===== config.mk =====
export PLATFORM = sky130hd
export DESIGN_NAME = simframe_check
export DESIGN_NICKNAME = d
export VERILOG_FILES = /design/src/rtl/simframe_pkg.sv /design/src/rtl/simframe_lane_cmp.sv /design/src/rtl/simframe_check.sv
export SDC_FILE = /design/constraint.sdc
export NUM_CORES = 1
export LEC_CHECK = 0
export BUFFER_PORTS_ARGS = -buffer_cell sky130_fd_sc_hd__buf_2
export CORE_AREA = 2 2 243 245
export CTS_CLUSTER_SIZE = 40
export DETAILED_ROUTE_END_ITERATION = 8
export DIE_AREA = 0 0 245 247
export GPL_TIMING_DRIVEN = 0
export PLACE_DENSITY = 0.5
export SLEW_MARGIN = 20
export SYNTH_ARGS = -nofsm -noshare
export SYNTH_HDL_FRONTEND = slang
export SYNTH_HIERARCHICAL = 1
export SYNTH_SLANG_ARGS = --single-unit

===== constraint.sdc =====
create_clock -name clk -period 2.12 [get_ports clk]
set_input_delay 0.318 -clock clk [delete_from_list [all_inputs] [get_ports clk]]
set_output_delay 0.318 -clock clk [all_outputs]
set_load 0.03 [all_outputs]

===== src/rtl/simframe_pkg.sv =====
// rtl/simframe_pkg.sv - shared frame geometry, error-bit indices and output register states
// Used by the simulated-frame checker and meant to be shared with the generator
// so both ends agree on the frame shape.
package simframe_pkg;

  localparam int CYCLES_PER_ROW_DEFAULT = 4;
  localparam int ROWS_PER_FRAME_DEFAULT = 3;

  // Bit positions inside the per-beat error vector and the sticky flag register.
  localparam int ERR_REPLICATE = 0;
  localparam int ERR_PATTERN   = 1;
  localparam int ERR_TLAST     = 2;
  localparam int ERR_BITS      = 3;

  typedef enum logic {
    OUT_EMPTY = 1'b0,
    OUT_FULL  = 1'b1
  } out_state_e;

endpackage


===== src/rtl/simframe_lane_cmp.sv =====
// rtl/simframe_lane_cmp.sv - combinational lane replication check and lane-0 extraction
// Ports:
//   data    : LANES x PATTERN_WIDTH input beat
//   lane0   : lowest lane, the reference copy of the pattern
//   rep_bad : 1 when any lane differs from lane 0
module simframe_lane_cmp
  import simframe_pkg::*;
#(
  parameter int PATTERN_WIDTH = 32,
  parameter int LANES         = 16
) (
  input  logic [PATTERN_WIDTH*LANES-1:0] data,
  output logic [PATTERN_WIDTH-1:0]       lane0,
  output logic                           rep_bad
);

  always_comb begin
    lane0   = data[PATTERN_WIDTH-1:0];
    rep_bad = 1'b0;
    for (int i = 1; i < LANES; i++) begin
      if (data[i*PATTERN_WIDTH +: PATTERN_WIDTH] != data[PATTERN_WIDTH-1:0]) begin
        rep_bad = 1'b1;
      end
    end
  end

endmodule


===== src/rtl/simframe_check.sv =====
// rtl/simframe_check.sv - receiving end of the simulated-frame stream
// Checks lane replication, pattern constancy across a frame and TLAST placement,
// and emits one recovered pattern per frame tagged with a per-frame error bit.
// Ports:
//   clk, resetn                      : clock, asynchronous active-low reset
//   AXIS_IN_*                        : replicated frame data, TLAST closes each row
//   AXIS_OUT_*                       : recovered pattern, TUSER = frame had an error
//   clear_errors                     : pulse clearing sticky flags and counters
//   err_replicate/err_pattern/err_tlast : sticky error flags
//   frame_count, bad_frame_count     : wrapping frame counters
module simframe_check
  import simframe_pkg::*;
#(
  parameter int PATTERN_WIDTH  = 32,
  parameter int INPUT_WIDTH    = 512,
  parameter int CYCLES_PER_ROW = CYCLES_PER_ROW_DEFAULT,
  parameter int ROWS_PER_FRAME = ROWS_PER_FRAME_DEFAULT
) (
  input  logic                     clk,
  input  logic                     resetn,
  input  logic [INPUT_WIDTH-1:0]   AXIS_IN_TDATA,
  input  logic                     AXIS_IN_TVALID,
  input  logic                     AXIS_IN_TLAST,
  output logic                     AXIS_IN_TREADY,
  output logic [PATTERN_WIDTH-1:0] AXIS_OUT_TDATA,
  output logic                     AXIS_OUT_TUSER,
  output logic                     AXIS_OUT_TVALID,
  input  logic                     AXIS_OUT_TREADY,
  input  logic                     clear_errors,
  output logic                     err_replicate,
  output logic                     err_pattern,
  output logic                     err_tlast,
  output logic [31:0]              frame_count,
  output logic [31:0]              bad_frame_count
);

  localparam int LANES = INPUT_WIDTH / PATTERN_WIDTH;
  localparam int BW    = (CYCLES_PER_ROW > 1) ? $clog2(CYCLES_PER_ROW) : 1;
  localparam int RW    = (ROWS_PER_FRAME > 1) ? $clog2(ROWS_PER_FRAME) : 1;

  out_state_e              state_q, state_d;
  logic [BW-1:0]           beat_cnt;
  logic [RW-1:0]           row_cnt;
  logic [PATTERN_WIDTH-1:0] ref_q, ref_next, lane0;
  logic                    frame_err;
  logic [ERR_BITS-1:0]     err_flags;
  logic [ERR_BITS-1:0]     beat_err;
  logic                    rep_bad, first_beat, last_beat, accept, frame_end, drain;

  simframe_lane_cmp #(
    .PATTERN_WIDTH(PATTERN_WIDTH),
    .LANES        (LANES)
  ) u_lane_cmp (
    .data   (AXIS_IN_TDATA),
    .lane0  (lane0),
    .rep_bad(rep_bad)
  );

  // Ready depends on the downstream ready so a frame end may coincide with a drain.
  assign AXIS_IN_TREADY  = resetn & (!AXIS_OUT_TVALID | AXIS_OUT_TREADY);
  assign AXIS_OUT_TVALID = (state_q == OUT_FULL);
  assign err_replicate   = err_flags[ERR_REPLICATE];
  assign err_pattern     = err_flags[ERR_PATTERN];
  assign err_tlast       = err_flags[ERR_TLAST];

  always_comb begin
    accept     = AXIS_IN_TVALID & AXIS_IN_TREADY;
    drain      = AXIS_OUT_TVALID & AXIS_OUT_TREADY;
    first_beat = (beat_cnt == '0) && (row_cnt == '0);
    last_beat  = (beat_cnt == BW'(CYCLES_PER_ROW - 1));
    // A single-row frame may end on its first beat, so the output must see the fresh reference.
    ref_next   = first_beat ? lane0 : ref_q;
    beat_err                = '0;
    beat_err[ERR_REPLICATE] = rep_bad;
    beat_err[ERR_PATTERN]   = !first_beat && (lane0 != ref_q);
    beat_err[ERR_TLAST]     = AXIS_IN_TLAST ^ last_beat;
    frame_end  = accept & AXIS_IN_TLAST & (row_cnt == RW'(ROWS_PER_FRAME - 1));

    state_d = state_q;
    if (frame_end) begin
      state_d = OUT_FULL;
    end else if (drain) begin
      state_d = OUT_EMPTY;
    end
  end

  always_ff @(posedge clk or negedge resetn) begin
    if (!resetn) begin
      state_q <= OUT_EMPTY;
    end else begin
      state_q <= state_d;
    end
  end

  always_ff @(posedge clk or negedge resetn) begin
    if (!resetn) begin
      beat_cnt       <= '0;
      row_cnt        <= '0;
      ref_q          <= '0;
      frame_err      <= 1'b0;
      AXIS_OUT_TDATA <= '0;
      AXIS_OUT_TUSER <= 1'b0;
    end else if (accept) begin
      ref_q <= ref_next;
      if (AXIS_IN_TLAST) begin
        beat_cnt <= '0;
        if (frame_end) begin
          row_cnt        <= '0;
          frame_err      <= 1'b0;
          AXIS_OUT_TDATA <= ref_next;
          AXIS_OUT_TUSER <= frame_err | (|beat_err);
        end else begin
          row_cnt   <= row_cnt + 1'b1;
          frame_err <= frame_err | (|beat_err);
        end
      end else begin
        // Saturate so a missing TLAST keeps flagging on every extra beat.
        if (!last_beat) begin
          beat_cnt <= beat_cnt + 1'b1;
        end
        frame_err <= frame_err | (|beat_err);
      end
    end
  end

  always_ff @(posedge clk or negedge resetn) begin
    if (!resetn) begin
      err_flags       <= '0;
      frame_count     <= '0;
      bad_frame_count <= '0;
    end else if (clear_errors) begin
      err_flags       <= '0;
      frame_count     <= '0;
      bad_frame_count <= '0;
    end else begin
      if (accept) begin
        err_flags <= err_flags | beat_err;
      end
      if (frame_end) begin
        frame_count <= frame_count + 32'd1;
        if (frame_err | (|beat_err)) begin
          bad_frame_count <= bad_frame_count + 32'd1;
        end
      end
    end
  end

endmodule


# Yosys cells after proc, flatten, opt, wreduce, memory -nomap -nowiden
# Index checks and enable logic that the tools add are counted.
[word_totals]
output_inout_bits = 102
in_bits = 518
wordCells = 87
ff_bits = 138
[op_classes]
bitwise_logic = 9
n_eq_ne = 19
n_reduce_logical = 15
muxes = 30
addsub = 4
[ops]
columns = ["operator", "count"]
rows = [
  ["$ne 32x32->1", 16],
  ["$mux 32", 6],
  ["$add 32x1->32 const B", 2],
  ["$mux 1", 19],
  ["$reduce_bool 2->1", 4],
  ["$mux 2", 3],
  ["$mux 3", 2],
  ["$reduce_and 2->1", 3],
  ["$and 1x1->1", 5],
  ["$add 2x1->2 const B", 2],
  ["$eq 2x2->1 const B", 2],
  ["$logic_not 2->1", 2],
  ["$or 3x3->3", 1],
  ["$reduce_and 3->1", 1],
  ["$reduce_or 3->1", 1],
  ["$logic_and 1x1->1", 2],
  ["$logic_not 1->1", 2],
  ["$ne 2x2->1 const B", 1],
  ["$or 1x1->1", 2],
  ["$xor 1x1->1", 1],
]

# Logic depth before layout (Yosys ltp)
[logic_depth]
ltp_word = 21
depth_mapped = 14

# Modules after synthesis
# Netlist, hierarchy kept.
[by_module_without_submodules]
columns = ["module", "instances", "seq_area_each_um2", "area_per_inst_um2", "cells_per_inst"]
rows = [
  ["simframe_check", 1, 3453.3, 7285.7, 690],
  ["simframe_lane_cmp", 1, 0.0, 4581.9, 682],
]

# Worst setup path before layout
# Ideal clock, no wire load.
[synth_path]
path_kind = "input-to-reg"
startpoint = "input AXIS_IN_TDATA[0]"
endpoint = "register bad_frame_count[18]"
setup_ns = 0.125
path_slack_ns = -0.925
cell_stages = 10
n_path_buf = 0
arrival_time_ns = 2.921
cell_sequence = "or4_1 > nor2_1 > a31oi_1 > nor4_1 > nand4_2 > nor4_2 > nand3_1 > nor3b_1 > a2111oi_0 > mux2_2"
[synth_via]
elab_chain_len = 20
[synth_lines]
columns = ["element", "line", "text"]
rows = [
  ["start: declaration", "simframe_check.sv:21", "input logic [INPUT_WIDTH-1:0] AXIS_IN_TDATA,"],
  ["$ne 32x32->1", "simframe_lane_cmp.sv:21", "if (data[i*PATTERN_WIDTH +: PATTERN_WIDTH] != data[PATTERN_WIDTH-1:0]) begin"],
  ["$mux 1 (14 in series)", "simframe_lane_cmp.sv:21", ""],
  ["$mux 1 *", "simframe_lane_cmp.sv:21", ""],
  ["net rep_bad", "simframe_check.sv:48", "logic rep_bad, first_beat, last_beat, accept, frame_end, drain;"],
  ["$reduce_or 3->1 *", "simframe_check.sv:141", "if (frame_err | (|beat_err)) begin"],
  ["$or 1x1->1 *", "simframe_check.sv:141", ""],
  ["$reduce_bool 2->1 (no source line) *", "--", ""],
  ["$reduce_and 2->1 (no source line) *", "--", ""],
  ["end signal: assignment", "simframe_check.sv:142", "bad_frame_count <= bad_frame_count + 32'd1;"],
  ["end: declaration", "simframe_check.sv:34", "output logic [31:0] bad_frame_count"],
]
# The timed path passes the listed nets; every way through them passes the cells marked *.
# A chain may end at the register's enable or synchronous reset.

# Worst setup path after layout
[layout_path]
startpoint = "input AXIS_IN_TDATA[4]"
endpoint = "register bad_frame_count[16]"
# Same word-level chain as after synthesis.

==> impl_metrics.toml <==
[synth]
synth_edf_count = 0
yosys_register_bits = 138
syn-instance-count = 1372
syn_area_um2 = 11900
avgSynthCellArea_um2 = 8.65
ys.flop_type = "dfrtp_1"
yosys.cell_types.count = 55
ys_seq_area_share_pct = 29.1
synth.net_count = 1897
async_flop_share_pct = 100
synth_warnings = 6

[floorplanning]
rows = 89
start_util_pct = 20.4
coreArea_um2 = 58200
die_area_um2 = 60500
die_y_um = 247
pin_count = 620
die_w_um = 245

[grt]
grt_antenna_before_repair = 102
grt_pass1_vias = 14000
grt_start_max_net_pins = 63
grt_overflow_total = 0
grt_pass1_wl_um = 113000
grt_util_all_layers_pct = 27.4

[min_path]
min_path_type = "in -> reg"
min_from = "AXIS_IN_TLAST"
holdPathStages = 2

[setup_path]
cp_cell_sequence = "clkbuf_2, buf_12, xnor2_1, nand4_1, nor4_4, nand4_1, nor4_4, nand3_4, nand2b_4, o21ai_4, buf_6, buf_16, a21oi_4, mux2_4"
r2r_cells = 7
cp_num_cells = 14
timing.rr.start = "bad_frame_count[0]"
cp-start-kind = "primary input"
cp_slowest_stage_delay_ps = 410
cpMaxStageDelayCell = "nor4_4"
crit_path_start = "AXIS_IN_TDATA[4]"
crit_arrival_ps = 3620
critPathCaptureType = "register"
crit_path_max_fanout = 10
cp_num_buf_inv = 4
required_ps = 2430
cp_top_family = "simple AND/OR/NAND/NOR gates"
critical_path_class = "in -> reg"

[power]
p_leak_uw = 0.00845
vdd_drop_max_v = 0.000629
power.density_nw_per_um2 = 650

[place]
dp_hpwl_um = 73200
gp_congestion = 0.983
portBuffers = 609
placed_area_um2 = 16000

[route]
via_count = 14400
dr.first_iter.drc_count = 1175
routedWlPerCell_um = 29.9
drt_wl_total_um = 86000
vias_per_cell = 5.00
ant_nets = 0
drc = 0
first_pass_iters = 5

[clocking]
cts_made_buffers = 17
cts_tree = "done"
cts.sinks = 138
h-tree-depth = 4
clock-root-buffer = "clkbuf_16"
clock_latency_ps = 420
ctsLongestPathBuffers = 2
clk_pin_slew_ps = 60

[finish]
stdcell_area_um2 = 18000
final_common_cell = "buf_2"
final_cell_mix = "600 x buf_2, 137 x dfrtp_1, 129 x xor2_1, 118 x and3_1, 93 x nor3_1"
syn_to_final_growth_pct = 51.8
layout-drive-gt1-share_pct = 45.0
nets = 2566

[sta]
relSlewSlack_pct = 51.6
worst_pin_slew_ps = 726
drv_slew = 0
hold_viol = 0
whs_ps = 144
rsz0062_at_grt = "yes"
fmax_mhz = 302
fin_crit_ps = 3320
setup_viol = 95
skew_ps = 9.23
period_share_pct = 156
setup_ws_ps = -1200

[outcome]
violations = "setup timing"
outcome = "complete, but fails checks"

[run]
drv_cap = 0
-- sequential cells by signal, indices dropped and copies added, names as in the netlist --
name,cells
frame_err,1
row_cnt,2
AXIS_OUT_TDATA,32
AXIS_OUT_TVALID,1
AXIS_OUT_TUSER,1
err_flags,3
beat_cnt,2
frame_count,32
ref_q,32
bad_frame_count,32
-- synth_stat cells, types with 4 or more instances --
cell	count	share of area (%)
mux2i_1	35	3.0
o22ai_1	43	2.3
nand2b_1	4	0.21
buf_6	5	0.47
dfrtp_1	138	29
a21oi_2	16	1.2
buf_1	12	0.38
and2_1	4	0.21
xnor2_1	88	6.5
a31oi_1	9	0.47
or3_1	24	1.3
a221oi_1	9	0.66
a2111oi_0	6	0.44
buf_2	25	1.1
nand3_1	58	2.4
nand4_2	5	0.53
ha_1	7	0.74
a21oi_1	18	0.76
inv_1	11	0.35
nor3_1	98	4.1
o21ai_0	48	2.0
xor2_1	130	9.6
and3_1	118	6.2
mux2_4	16	2.0
mux2_2	46	4.4
nor2_1	75	2.4
nor4_1	38	2.0
and4_1	8	0.59
or4_1	25	1.6
nor4_2	6	0.63
nand2_1	63	2.0
nor2b_1	30	1.6
buf_4	33	2.1
nand4_1	59	3.1
clkbuf_1	34	1.1
-- repair_timing --
item | CTS | global route
gates resized for setup | 197 | 47
pin swaps | 29 | 28
setup buffers | 25 | 9
gates cloned | 2 | 1
endpoints found under the setup margin | 130 | 101
hold endpoints to repair | 60 | 60
-- path summary, 6_finish.rpt --
check / to / slack [ps]
max: bad_frame_count[16] / -1200
min: beat_cnt[1] / 140
max reg2reg: bad_frame_count[18] / -480
min reg2reg: AXIS_OUT_TDATA[30] / 480
max in group asynchronous: AXIS_OUT_TDATA[18] / 1200
min in group asynchronous: bad_frame_count[7] / 620
-- report_power, final --
part	total, uW	switching (uW)	internal (uW)
clock network	3220	1160	2070
registers	3670	433	3240
logic	4820	2890	1930
total	11700	4480	7240
-- stage by stage --
| step | power [uW] | util (%) | setup slack, ps | setup TNS, ps | std cells |
|---|---|---|---|---|---|
| after global placement | 8240 | 27.3 | -3420 | -596500 | 2754 |
| after detailed placement | 8340 | 27.4 | -3420 | -184350 | 2755 |
| after CTS | 11800 | 30.2 | -1040 | -33010 | 2813 |
| after global routing | 12300 | 30.9 | -1160 | -54810 | 2859 |
| final | 11700 | 30.9 | -1200 | -44100 | 2878 |
| after floorplan | 6270 | - | -741 | -21900 | 1372 |
-- layout make-up --
type | count | area, um2
multi-input combinational | 1114 | 8280
antenna | 52 | 130
clock buffer | 17 | 425
timing repair buffer | 650 | 3590
fill | 6331 | 40200
tap | 773 | 967
clock inverter | 14 | 204
inverter | 11 | 41.3
buffer | 109 | 925
sequential | 138 | 3450
-- metal layers --
layer / routed length [um] / global-route usage, %
met1: 32500 / 30.9
met2: 42000 / 48.2
met3: 6100 / 6.15
met4: 5230 / 13.8
met5: 181 / 0
-- cell families (layout without fill, tap and decap cells) --
kind of cell    Yosys count  count (layout)  share of synthesized area [%]
simple gates            621             621                           29.6
flops                   138             138                           29.1
buf+inv                 120             801                           5.42
compound gates          171             171                           9.69
other cells               0              52                              0
fa+ha+maj                 7               7                          0.738
xor+xnor                218             218                           16.1
mux                      97              97                           9.34
Power figures use the tool's default switching activity.
